$ cat src/rtl/map_loader_pkg.sv
// map_loader_pkg
//   Shared constants, state encoding and helpers for the puzzle map loader.
//   Board geometry: 9x9 cells, cell k = i*9 + j, 4-bit value per cell.
//   Puzzle ROM word layout: {given, value[3:0]}.
package map_loader_pkg;

    localparam int CELLS      = 81;
    localparam int VALUE_W    = 4;
    localparam int PUZ_W      = 3;
    localparam int CELL_W     = 7;
    localparam int ROM_ADDR_W = 1 + PUZ_W + CELL_W;
    localparam int ROM_W      = 5;

    // ROM word field offsets
    localparam int GIVEN_BIT  = 4;
    localparam int VALUE_LSB  = 0;

    localparam logic [CELL_W-1:0] LAST_CELL = CELL_W'(CELLS - 1);

    typedef enum logic [1:0] {
        LD_IDLE  = 2'd0,
        LD_FETCH = 2'd1,
        LD_DRAIN = 2'd2,
        LD_DONE  = 2'd3
    } ld_state_t;

    // A legal sudoku cell value is 1..9; anything else flags a corrupt puzzle.
    function automatic logic is_bad_value(input logic [VALUE_W-1:0] v);
        return (v == '0) || (v > VALUE_W'(9));
    endfunction

endpackage

$ cat src/rtl/map_loader.sv
// map_loader
//   Loads one puzzle from the synchronous puzzle ROM into the 324-bit
//   solution map and 81-bit visibility mask. The bank is chosen from
//   difficulty plus a free-running puzzle selector, both latched at start.
//   Cells are streamed into shadow registers and copied to the outputs in a
//   single edge, so downstream logic never sees a partially loaded puzzle.
//
// Ports
//   clk                  system clock
//   reset                asynchronous active-high reset
//   start                load request, sampled only in IDLE
//   difficulty           0 = easy bank, 1 = hard bank
//   rom_addr             {difficulty_l, puzzle_l, cell[6:0]}
//   rom_data             {given, value[3:0]}, valid one cycle after rom_addr
//   selected_map         cell k value at bits [4k+3:4k]
//   selected_visibility  bit k set when cell k is a given
//   busy                 high during FETCH and DRAIN
//   done                 one-cycle pulse when the outputs become valid
//   load_error           sticky until next start: a value was outside 1..9
module map_loader
    import map_loader_pkg::*;
(
    input  logic                       clk,
    input  logic                       reset,
    input  logic                       start,
    input  logic                       difficulty,
    output logic [ROM_ADDR_W-1:0]      rom_addr,
    input  logic [ROM_W-1:0]           rom_data,
    output logic [CELLS*VALUE_W-1:0]   selected_map,
    output logic [CELLS-1:0]           selected_visibility,
    output logic                       busy,
    output logic                       done,
    output logic                       load_error
);

    ld_state_t                  state_reg;
    logic [PUZ_W-1:0]           puzzle_sel_reg;
    logic                       difficulty_l_reg;
    logic [PUZ_W-1:0]           puzzle_l_reg;
    logic [CELL_W-1:0]          cell_reg;
    logic [CELLS*VALUE_W-1:0]   shadow_map_reg;
    logic [CELLS-1:0]           shadow_vis_reg;
    logic [CELLS*VALUE_W-1:0]   map_reg;
    logic [CELLS-1:0]           vis_reg;
    logic                       busy_reg;
    logic                       done_reg;
    logic                       error_reg;

    logic [CELLS*VALUE_W-1:0]   shadow_map_next;
    logic [CELLS-1:0]           shadow_vis_next;
    logic                       capture_en;
    logic [CELL_W-1:0]          capture_cell;
    logic [CELL_W+1:0]          slot_base;
    logic [VALUE_W-1:0]         rom_value;
    logic                       rom_given;

    assign rom_value = rom_data[VALUE_LSB +: VALUE_W];
    assign rom_given = rom_data[GIVEN_BIT];

    // The address is built straight from latched registers, so it holds the
    // last issued cell whenever the FSM is outside FETCH.
    assign rom_addr            = {difficulty_l_reg, puzzle_l_reg, cell_reg};
    assign selected_map        = map_reg;
    assign selected_visibility = vis_reg;
    assign busy                = busy_reg;
    assign done                = done_reg;
    assign load_error          = error_reg;

    // ROM data lags the address by one cycle: in FETCH the word on rom_data
    // belongs to cell-1 (nothing valid yet on the first FETCH cycle); in
    // DRAIN it belongs to the final cell, which cell_reg still holds.
    always_comb begin
        capture_en      = 1'b0;
        capture_cell    = cell_reg;
        shadow_map_next = shadow_map_reg;
        shadow_vis_next = shadow_vis_reg;
        if (state_reg == LD_FETCH) begin
            capture_en   = (cell_reg != '0);
            capture_cell = cell_reg - CELL_W'(1);
        end else if (state_reg == LD_DRAIN) begin
            capture_en   = 1'b1;
        end
        slot_base = {capture_cell, 2'b00};
        if (capture_en) begin
            shadow_map_next[slot_base +: VALUE_W] = rom_value;
            shadow_vis_next[capture_cell]         = rom_given;
        end
    end

    always_ff @(posedge clk or posedge reset) begin
        if (reset) begin
            state_reg        <= LD_IDLE;
            puzzle_sel_reg   <= '0;
            difficulty_l_reg <= 1'b0;
            puzzle_l_reg     <= '0;
            cell_reg         <= '0;
            shadow_map_reg   <= '0;
            shadow_vis_reg   <= '0;
            map_reg          <= '0;
            vis_reg          <= '0;
            busy_reg         <= 1'b0;
            done_reg         <= 1'b0;
            error_reg        <= 1'b0;
        end else begin
            puzzle_sel_reg <= puzzle_sel_reg + PUZ_W'(1);
            shadow_map_reg <= shadow_map_next;
            shadow_vis_reg <= shadow_vis_next;
            done_reg       <= 1'b0;

            if (capture_en && is_bad_value(rom_value)) begin
                error_reg <= 1'b1;
            end

            case (state_reg)
                LD_IDLE: begin
                    if (start) begin
                        difficulty_l_reg <= difficulty;
                        puzzle_l_reg     <= puzzle_sel_reg;
                        cell_reg         <= '0;
                        // Clearing here lets the consumer see |visibility == 0
                        // for the whole load.
                        map_reg          <= '0;
                        vis_reg          <= '0;
                        error_reg        <= 1'b0;
                        busy_reg         <= 1'b1;
                        state_reg        <= LD_FETCH;
                    end
                end
                LD_FETCH: begin
                    if (cell_reg == LAST_CELL) begin
                        state_reg <= LD_DRAIN;
                    end else begin
                        cell_reg  <= cell_reg + CELL_W'(1);
                    end
                end
                LD_DRAIN: begin
                    // Publish the whole image, including the final cell, at once.
                    map_reg   <= shadow_map_next;
                    vis_reg   <= shadow_vis_next;
                    busy_reg  <= 1'b0;
                    done_reg  <= 1'b1;
                    state_reg <= LD_DONE;
                end
                LD_DONE: begin
                    state_reg <= LD_IDLE;
                end
                default: begin
                    state_reg <= LD_IDLE;
                end
            endcase
        end
    end

endmodule
$ cat config.mk
export PLATFORM = sky130hd
export DESIGN_NAME = map_loader
export DESIGN_NICKNAME = d
export VERILOG_FILES = /design/src/rtl/map_loader_pkg.sv /design/src/rtl/map_loader.sv
export SDC_FILE = /design/constraint.sdc
export NUM_CORES = 1
export LEC_CHECK = 0
export CAP_MARGIN = 25
export CORE_ASPECT_RATIO = 0.75
export CORE_UTILIZATION = 35
export CTS_CLUSTER_DIAMETER = 30
export DETAILED_ROUTE_END_ITERATION = 10
export REMOVE_ABC_BUFFERS = 1
export SETUP_SLACK_MARGIN = 0.5
export SYNTH_ARGS = -nofsm -noshare
export SYNTH_HDL_FRONTEND = slang
export SYNTH_SLANG_ARGS = --single-unit
$ cat constraint.sdc
create_clock -name clk -period 37.4 [get_ports clk]
set_input_delay 7.48 -clock clk [delete_from_list [all_inputs] [get_ports clk]]
set_output_delay 7.48 -clock clk [all_outputs]
set_load 0.1 [all_outputs]
After elaboration in Yosys (flattened, before gate mapping)
Cells that the tools add are included.

Input bits: 9. Register bits after elaboration: 829. Logic and storage cells: 64. Output and inout port bits: 419.

Eq/ne operators: 7. $lt $le $gt $ge: 3. Shifts and indexed selects: 2. Mux-type cells: 24. Add/sub/neg operators: 4. Reductions and logical operators: 12.

Operators by type and width (number): 2-to-1 mux 324 bit (2); case mux 324 bit (2 select lines) (1); bitwise mux 324 bit (1); variable shift 4 x 11 -> 324 bit (first input constant) (1); variable part select 4 x 11 -> 324 bit (1); 2-to-1 mux 81 bit (2); case mux 81 bit (2 select lines) (1); bitwise mux 81 bit (1); 2-to-1 mux 7 bit (3); case mux 7 bit (2 select lines) (1); negation 9 -> 11 bit (1); less-than comparator 7 x 8 -> 1 bit (second input constant) (1); case mux 2 bit (4 select lines) (1); adder 7 x 1 -> 7 bit (second input constant) (1); demux 1 bit (select 7 bit) (1); equality test 7 bit (second input constant) (1); >= comparator 7 x 1 -> 1 bit (second input constant) (1); 2-to-1 mux 1 bit (7); nonzero test 7 bit (1); subtractor 7 x 1 -> 7 bit (second input constant) (1); AND reduction 2 bit (3); equality test 2 bit (second input constant) (2); greater-than comparator 4 bit (second input constant) (1); logical NOT 4 bit (1); other kinds (11) (15).

Logic depth before layout (Yosys ltp)
Gate-level depths: netlist of the first run.

Depth in word-level cells: 9. Depth in mapped cells: 16. Gate-level depth less buffers: 13.

Least setup slack after synthesis of the first run
No wires, ideal clock.

Path kind: input -> register. Start point: input start. End point: register map_reg[195] (netlist: selected_map[195]). Arrival: 8.732 ns. Data required time: 37.274 ns. Buffers on the path: 2. Stages on the path: 7. Setup slack: 28.542 ns. Setup time: 0.126 ns. Cell sequence: inv_1 nand2_1 nand2_1 clkbuf_1 clkbuf_1 nor2_1 a221o_1.

Word-level cells in the longest chain between the ends: 2.

Ends and longest elaborated chain: start, declared (line map_loader.sv:25) `input logic start,`; != test 2 bit (no line); AND reduction 2 bit (no line); end signal, assigned (line map_loader.sv:138) `map_reg <= shadow_map_next;`; end, declared (line map_loader.sv:43) `logic [CELLS*VALUE_W-1:0] map_reg;`.

No other way between the ends. A chain may end at the register's enable or synchronous reset.

==> summary.txt, run 1 <==
Run status
  • Status: completed

Worst setup path
  • Delay-heaviest family, CP: buffers and inverters
  • Worst R2R Setup Slack: 32.10 ns
  • Crit path top cell by count: buf_12
  • Slowest CP cell: buf_4
  • Worst endpoint data arrival time: 11.27 ns
  • Worst EP required: 38.09 ns
  • Worst Path Max Fanout: 177
  • Type of origin of the critical path: primary input
  • CP endpoint kind: asynchronous set/reset pin
  • R2R Path Start: state_reg[1]
  • Bufs and invs on worst path: 5
  • Largest stage delay on the critical path: 0.84 ns
  • CP cell instances: clkdlybuf4s50_1 > inv_8 > buf_12 > buf_4 > buf_12
  • Setup Crit Path Kind: in -> async
  • Path depth of the worst reg2reg path: 15
  • Reg2reg end: selected_map[103]

Synthesis
  • Synth area leader: dfrtp_1
  • Top cells by area, synth: dfrtp_1 (61%), mux2_2 (9.9%), a22o_1 (7.5%)
  • Sequential share of the synthesized area: 0.6138
  • Netlist cell types: 76
  • Mean Syn Cell Area: 12.48 um2
  • Synth top area share: 0.6138
  • Syn Inst Count: 2709
  • Number of synthesized flops with an enable pin: 0
  • Synth async-reset ratio: 1.000
  • Synthesized cell area: 33800 um2
  • #FFs+latches synth: 829
  • Synth Warn #: 0
  • Most used DFF post-synth: dfrtp_1

Route
  • Met2 WL: 45520 um
  • Drt first pass iters: 5
  • Via count: 23930
  • Met3 WL: 6346 um
  • Detail Route Antenna Nets: 0
  • First-iteration detailed-routing DRC count: 1832
  • Vias/cell: 5.284
  • DRT Wirelength: 103700 um
  • Met1 WL: 49780 um
  • Highest Signal Layer: met4
  • Routed wire per std cell: 22.91 um
  • DRC: 0

Place
  • PortBufs: 427
  • Placer Congestion: 0.7888
  • Detail Placement HPWL: 66590 um

Die
  • I/O pin cnt: 428
  • Rows: 98
  • Die X: 360.8 um
  • Die Y: 271.1 um
  • Die area: 97820 um2
  • Initial Utilization: 0.3538
  • Core Region: 95520 um2

GRT
  • Total gr overflow: 0
  • Initial antenna violation count: 1
  • Pin count of the biggest net entering global routing: 194
  • Vias in the first global route: 24040
  • GRT Overall Usage: 0.2120
  • First-pass GRT wire length: 157300 um

Timing
  • Fin. max-slew vios: 0
  • Setup TNS Final: 0 ns
  • Relative slew slack: 0.1507
  • Clk_skew: 0.02030 ns
  • Final setup violation count: 0
  • Tmin final: 10.58 ns
  • Final hold vios: 0
  • Period utilization: 0.2828
  • Fmax: 0.09456 GHz
  • Actual slew at the worst max-slew pin: 1.274 ns
  • RSZ-0062 raised after global routing: no

CTS
  • Post-CTS Hold Buffers: 0
  • Total number of H-tree levels: 4
  • Num CTS Buffers: 138
  • Clock Sinks: 829
  • Post-CTS sizing: 0
  • Clk slew on worst S/H paths: 0.05 ns
  • Clock Latency Late Sink: 0.73 ns
  • Setup Buffers After CTS: 0
  • Maximum root-to-sink buffer count: 3
  • CTS tree: built
  • Root buffer cell: clkbuf_16

Final layout
  • Share of layout cells above drive strength 1: 0.2090
  • Fin nets: 3185
  • Area grow syn2layout: 32.65%

Job
  • MaxCap Viol Count: 0

Worst hold path
  • WHS Path Cells: 1
  • Hold WC Path Type: reg -> reg
  • Min-Delay Endpoint: puzzle_sel_reg[0]
  • Hold Startpoint: puzzle_sel_reg[0]
## area by class of cell
type,count,area [um2]
Timing Repair Buffer,495,5002
Multi-Input combinational cell,1610,12100
Clock buffer,172,3854
Antenna cell,1,2.502
Clock inverter,82,1221
Fill cell,8475,50690
Sequential cell,829,20740
Tap cell,1250,1564
Inverter,90,345.3
## placed cells by master, fill, tap and decap left out, types with 11 or more instances in the layout
cell type,count
a22o_1,288
inv_1,88
o21ai_0,100
ha_1,12
a221o_1,29
buf_4,57
clkbuf_16,140
mux2_2,298
nor3_1,48
clkinvlp_4,11
nand4_1,43
a21oi_1,13
nand3_1,99
inv_6,21
or3_1,15
mux2i_1,58
clkinv_2,12
and3_1,23
bufinv_16,23
clkbuf_8,23
nor2_1,183
nand2_1,210
mux2_4,12
dfrtp_1,829
clkdlybuf4s50_1,419
## worst max-delay path by stage
| stage | end | start | slack (ns) | depth (start not counted) |
|---|---|---|---|---|
| after global routing | shadow_map_reg[173] | reset | 26.34 | 5 |
| after CTS | selected_map[109] | reset | 26.84 | 5 |
| final | shadow_map_reg[236] | reset | 26.82 | 5 |
| after floorplan | busy | reset | 6.63 | 1 |
| after global placement | shadow_map_reg[174] | reset | 26.06 | 5 |
| after detailed placement | selected_map[174] | reset | 26.07 | 5 |
## cells in the mapped netlist (5+ instances only)
cell type    n
dfrtp_1    829
mux2_2     298
a22o_1     288
nand2_1    212
nor2_1     185
clkbuf_1   143
o21ai_0    100
nand3_1     99
inv_1       89
mux2i_1     59
nor3_1      48
nand4_1     43
a221o_1     29
buf_2       29
and3_1      23
or3_1       15
a21oi_1     14
ha_1        12
mux2_4      12
xnor2_1     11
and2_1       9
nor4_2       9
o211ai_1     9
nand2b_1     8
o31ai_1      8
and4_1       6
nor4_1       6
o2111ai_1    6
o311ai_0     6
or4_1        6
buf_1        5
mux2_1       5
nor4_4       5
## layer usage
metal / global-route usage / vias to the layer above
li1: - / 10740
met1: 0.3092 / 12350
met2: 0.3099 / 705
met3: 0.05311 / 141
met4: 0.06193 / 0
met5: 0 / -
## logic make-up after synthesis
kind of cell / after synthesis / share of synthesized area
buf+inv: 270 / 0.03139
fa+ha+maj: 12 / 0.004443
mux: 374 / 0.1238
compound gates: 503 / 0.1186
flops: 829 / 0.6138
simple gates: 703 / 0.1023
xor+xnor: 18 / 0.005701
## per-stage QoR
step	setup WS, ns	instance area (um2)	cells	utilization	hold slack (ns)
final	26.82	44830	4529	0.4693	0.4588
after global routing	26.34	44830	4528	0.4693	0.4825
after CTS	26.84	44650	4520	0.4674	0.4648
after detailed placement	26.07	39570	4266	0.4143	0.4544
after global placement	26.06	39430	4258	0.4128	0.4535
after floorplan	6.632	33070	2529	-	0.4115
Power of run 1 is not shown: default switching activity piles up to over one toggle a cycle in this logic, so the estimate is an artifact.
==> inputs of run 2 (changes only) <==
==> constraint.sdc (replaced) <==
create_clock -name clk -period 8.8 [get_ports clk]
set_input_delay 1.76 -clock clk [delete_from_list [all_inputs] [get_ports clk]]
set_output_delay 1.76 -clock clk [all_outputs]
set_load 0.1 [all_outputs]
==> run 2 against run 1 <==
  * Setup slack got worse by 23 ns
  * Via count grew 0.24%
  * Die area unchanged
  * Largest cell class unchanged
  * First-iteration DRC count up 3.6%
  * Sequential share of layout area shrank 0.13 points
  * Cell area up 0.28%
  * Wire length increased by 2.1%
  * Register-to-register slack worse by 29 ns
  * Non-clock buffer count decreased by 8
  * Clock skew is 0.024 ns higher
  * Utilization up 0.13 points
  * Count of clock-buffer cells in the layout up 18
==> summary.txt, run 2 (synthesis gave the netlist of run 1 again) <==
Run status
  • Status: completed

Place
  • PortBufs: 427 (unchanged)
  • Worst slack, placed: 3.470 ns (-22.60 ns)
  • Detail Placement HPWL: 67200 um (+0.91%)
  • Placer Congestion: 0.8025 (+1.7%)
  • Instance area after placement: 39560 um2 (about the same)

CTS
  • Root buffer cell: clkbuf_16
  • Setup Buffers After CTS: 0 (unchanged)
  • Clock Sinks: 829 (unchanged)
  • Post-CTS Hold Buffers: 0 (unchanged)
  • Clock Latency Late Sink: 0.73 ns (about the same)
  • Clk slew on worst S/H paths: 0.05 ns (about the same)
  • Total number of H-tree levels: 4 (unchanged)
  • Post-CTS sizing: 0 (unchanged)
  • Num CTS Buffers: 151 (+9.4%)
  • Maximum root-to-sink buffer count: 3 (unchanged)
  • CTS tree: built

Timing
  • Relative slew slack: 0.1467 (-0.004017)
  • Period utilization: 0.6178
  • Fmax: 0.1839 GHz
  • Fin. max-slew vios: 0 (unchanged)
  • Clk_skew: 0.04472 ns (+0.02442 ns)
  • Final hold vios: 0 (unchanged)
  • Actual slew at the worst max-slew pin: 1.280 ns (+0.006026 ns)
  • Setup TNS Final: 0 ns (unchanged)
  • Final worst slack: 3.363 ns (-23.46 ns)
  • Tmin final: 5.437 ns
  • Final setup violation count: 0 (unchanged)
  • RSZ-0062 raised after global routing: no

Worst setup path
  • Worst EP required: 9.43 ns (-28.66 ns)
  • Worst endpoint data arrival time: 6.07 ns (-5.20 ns)
  • CP endpoint kind: register
  • Type of origin of the critical path: register
  • Setup Crit Path Kind: reg -> reg
  • Worst Path Max Fanout: 16 (-91%)

GRT
  • Met1 Usage GRT: 0.3130 (+0.003793)
  • Initial antenna violation count: 3 (+2)
  • Vias in the first global route: 24310 (+1.1%)
  • Met2 Resource Use GR: 0.3120 (+0.002126)
  • GRT Overall Usage: 0.2165 (+0.004515)
  • Busiest grt layer: met1
  • GR Util met3: 0.06447 (+0.01136)
  • Total gr overflow: 0 (unchanged)
  • Pin count of the biggest net entering global routing: 195 (+0.52%)
  • First-pass GRT wire length: 160300 um (+1.9%)

Route
  • First-iteration detailed-routing DRC count: 1898 (+3.6%)
  • Routed wire per std cell: 23.33 um (+1.8%)
  • DRC: 0 (unchanged)
  • DRT Wirelength: 105900 um (+2.1%)
  • Drt first pass iters: 5 (unchanged)
  • Detail Route Antenna Nets: 0 (unchanged)
  • Vias/cell: 5.283 (about the same)
  • Via count: 23990 (+0.24%)

Final layout
  • Fin nets: 3190 (+0.16%)
  • Layout fillers: 8599 (+1.5%)
  • Share of layout cells above drive strength 1: 0.2088 (-0.0002177)
  • Commonest non-fill, non-tap cell in the layout: dfrtp_1
  • Design area: 44950 um2 (+0.28%)
  • # diodes: 0 (-1)
  • Final Core Density: 0.4706 (+0.001297)
  • Area grow syn2layout: 33.02%
  • Commonest cells after routing, fill and taps aside: dfrtp_1 (829), clkdlybuf4s50_1 (419), mux2_2 (298), a22o_1 (288), nand2_1 (210)

Die
  • Die X: 360.8 um (unchanged)
  • Die Y: 271.1 um (unchanged)
  • Rows: 98 (unchanged)
  • Die area: 97820 um2 (unchanged)
  • I/O pin cnt: 428 (unchanged)
  • Core Region: 95520 um2 (unchanged)
  • Initial Utilization: 0.3538 (unchanged)

Worst hold path
  • Hold WC Path Type: reg -> reg

Job
  • MaxCap Viol Count: 0 (unchanged)
-- run 2: cell types whose count changed in the layout (fill, tap and decap cells not counted), moves of 5 or more --
cell        delta
clkbuf_16     +17
inv_6         -10
clkbuf_1      +11
clkinv_4       +5
clkinvlp_4     +7
bufinv_16      -6
buf_4          -8
clkbuf_8      -10
inv_8          +5
-- run 2: worst max-delay path, stage by stage, from the launching register on --
cell and delay, ns:
dfrtp_1 0.56, inv_1 0.16, ha_1 0.32, and2_1 0.17
a21oi_1 0.51, inv_1 0.19, ha_1 0.31, and4_1 0.24
a21oi_1 0.44, nor3_2 0.21, a211oi_4 0.69, buf_4 0.43
nand4_1 0.49, or3_1 0.51, nand3_1 0.09
-- run 2: final timing paths --
path / from / to / slack (ns) / cells after the start
worst max-delay path: cell_reg[1] / selected_map[121] / 3.36 / 14
worst min-delay path: puzzle_sel_reg[0] / puzzle_sel_reg[0] / 0.45 / 1
worst max register to register: cell_reg[1] / selected_map[121] / 3.36 / 14
worst min register to register: puzzle_sel_reg[0] / puzzle_sel_reg[0] / 0.45 / 1
max in group asynchronous: reset / selected_map[289] / 5.53 / 4
min in group asynchronous: reset / shadow_map_reg[273] / 1.59 / 2
-- run 2: cell type report --
class | count | area (um2) | share of cell area
clock buffer | 190 | 4183 | 0.09304
clock inverter | 85 | 1094 | 0.02433
inverter | 90 | 345.3 | 0.007682
multi-input combinational | 1610 | 12100 | 0.2691
sequential | 829 | 20740 | 0.4615
tap | 1250 | 1564 | 0.03479
timing repair buffer | 487 | 4927 | 0.1096
-- run 2: routing by layer --
metal / wire length, um / up-vias
li1: - / 10740
met1: 49650 / 12330
met2: 46370 / 783
met3: 7828 / 142
met4: 2077 / 0
met5: 0 / -
-- run 2: through the flow --
step,hold WS (ns),std cells
final,0.4475,4541
after global routing,0.4703,4541
after CTS,0.4514,4536
after detailed placement,0.4430,4261
after global placement,0.4354,4256
after floorplan,0.4115,2529
Power of run 2 is left out for the same reason.
==> inputs of run 3 (changes only) <==
==> constraint.sdc (replaced) <==
create_clock -name clk -period 5.6 [get_ports clk]
set_input_delay 1.12 -clock clk [delete_from_list [all_inputs] [get_ports clk]]
set_output_delay 1.12 -clock clk [all_outputs]
set_load 0.1 [all_outputs]
==> run 3 against run 2 <==
  * Setup slack worse by 2.5 ns
  * Worst hold slack improved by 0.0052 ns
  * Sequential cell count unchanged
  * Non-clock buffer count is 33 higher
  * Clock skew down 0.0073 ns
  * Maximum frequency increased by 15%
  * Die area did not move
  * Global-route usage increased by 0.27 points
  * Sequential share of layout area is 0.40 points lower
==> summary.txt, run 3 (synthesis gave the netlist of run 1 again) <==
Run status
  • Status: completed

Final layout
  • Final Core Density: 0.4748 (+0.004153)
  • Layout fillers: 8532 (-0.78%)
  • Fin nets: 3218 (+0.88%)
  • Commonest cells after routing, fill and taps aside: dfrtp_1 (829), clkdlybuf4s50_1 (418), mux2_2 (298), a22o_1 (288), nand2_1 (210)
  • # diodes: 0 (unchanged)
  • Share of layout cells above drive strength 1: 0.2178 (+0.009020)
  • Commonest non-fill, non-tap cell in the layout: dfrtp_1
  • Area grow syn2layout: 34.19%

Worst hold path
  • WHS Path Cells: 1 (unchanged)
  • Hold WC Path Type: reg -> reg
  • Min-Delay Endpoint: puzzle_sel_reg[0]
  • Hold Startpoint: puzzle_sel_reg[0]

Job
  • MaxCap Viol Count: 0 (unchanged)

Worst setup path
  • Worst EP required: 6.21 ns (-3.22 ns)
  • Worst endpoint data arrival time: 5.35 ns (-0.72 ns)
  • Type of origin of the critical path: register
  • Worst R2R Setup Slack: 0.86 ns (-2.51 ns)
  • Path depth of the worst reg2reg path: 14 (unchanged)
  • Setup Crit Path Kind: reg -> reg
  • R2R Path Start: cell_reg[1]
  • Reg2reg end: selected_map[54]
  • CP endpoint kind: register
  • Worst Path Max Fanout: 11 (-5)

Timing
  • Final hold vios: 0 (unchanged)
  • Clk_skew: 0.03746 ns (-0.007255 ns)
  • Fmax: 0.2108 GHz (+15%)
  • Relative slew slack: 0.2573 (+0.1106)
  • Setup TNS Final: 0 ns (unchanged)
  • Actual slew at the worst max-slew pin: 1.111 ns (-0.1694 ns)
  • Fin. max-slew vios: 0 (unchanged)
  • Tmin final: 4.743 ns (-0.6939 ns)
  • Final setup violation count: 0 (unchanged)
  • Period utilization: 0.8469 (+0.2291)
  • RSZ-0062 raised after global routing: no

Die
  • I/O pin cnt: 428 (unchanged)
  • Die Y: 271.1 um (unchanged)
  • Core Region: 95520 um2 (unchanged)
  • Rows: 98 (unchanged)
  • Initial Utilization: 0.3538 (unchanged)
  • Die X: 360.8 um (unchanged)
  • Die area: 97820 um2 (unchanged)

GRT
  • First-pass GRT wire length: 162900 um (+1.7%)
  • Total gr overflow: 0 (unchanged)
  • Vias in the first global route: 24560 (+1.0%)
  • GRT Overall Usage: 0.2192 (+0.002714)
  • Pin count of the biggest net entering global routing: 126 (-35%)
  • Initial antenna violation count: 3 (unchanged)

Route
  • First-iteration detailed-routing DRC count: 1579 (-17%)
  • Routed wire per std cell: 23.44 um (+0.47%)
  • DRT Wirelength: 107100 um (+1.1%)
  • Via count: 24210 (+0.92%)
  • Detail Route Antenna Nets: 0 (unchanged)
  • Drt first pass iters: 8 (+3)
  • DRC: 0 (unchanged)
  • Vias/cell: 5.297 (+0.28%)

CTS
  • Root buffer cell: clkbuf_16
  • CTS tree: built
  • Num CTS Buffers: 146 (-3.3%)
  • Post-CTS sizing: 0 (unchanged)
  • Clock Sinks: 829 (unchanged)
  • Total number of H-tree levels: 4 (unchanged)
  • Maximum root-to-sink buffer count: 3 (unchanged)
  • Clock Latency Late Sink: 0.72 ns (about the same)
  • Clk slew on worst S/H paths: 0.06 ns (about the same)

Place
  • Detail Placement HPWL: 70500 um (+4.9%)
  • PortBufs: 427 (unchanged)
  • Placer Congestion: 0.7867 (-2.0%)
## run 3: worst max-delay path, stage by stage (launching register included)
cell and delay (ns):
dfrtp_1 0.57, inv_1 0.16, ha_1 0.33, and2_1 0.17
a21oi_1 0.15, inv_1 0.11, ha_1 0.28, and4_1 0.24
a21oi_1 0.42, o21ai_1 0.30, a22oi_2 0.64, buf_4 0.36
nand4_1 0.30, mux2_2 0.42, a22o_1 0.18
## run 3: routing by layer
layer,vias to the layer above,wire [um],GRT usage
met5,-,0,0
met4,0,2456,0.06730
met3,161,6240,0.04961
met2,730,47000,0.3193
met1,12500,51410,0.3228
li1,10820,-,-
## run 3: area by class of cell
type	instances	area [um2]	share of cell area
well taps	1250	1564	0.03449
inverters	90	345.3	0.007615
flip-flops and latches	829	20740	0.4574
repair buffers	520	5363	0.1182
clock inverters	88	1136	0.02505
clock buffers	183	4101	0.09044
multi-input cells	1610	12100	0.2667
## run 3: how the worst max path moves through the flow
stage	slack, ns	cells past startpoint	end	startpoint
global placement	0.89	13	selected_map[320]	cell_reg[1]
finish	0.86	14	selected_map[54]	cell_reg[1]
detailed placement	0.76	13	selected_map[320]	cell_reg[1]
global route	0.52	10	selected_map[123]	state_reg[1]
floorplan	-18.81	1	busy	reset
CTS	0.76	13	selected_map[320]	cell_reg[1]
## run 3: what timing repair did
| action | in CTS | in global routing |
|---|---|---|
| hold endpoints to repair | 0 | 0 |
| endpoints found under the setup margin | 0 | 1 |
| hold buffers | 0 | 0 |
| buffers inserted | 0 | 2 |
## run 3: stage by stage
stage	hold WS [ns]	worst slack (ns)	cells	instance area, um2
floorplan	0.4115	-18.81	2529	33070
global placement	0.4350	0.8910	4284	39750
detailed placement	0.4481	0.7649	4291	39940
CTS	0.4587	0.7584	4562	45180
global route	0.4786	0.5244	4570	45350
finish	0.4527	0.8571	4570	45350
Power of run 3 is left out for the same reason.
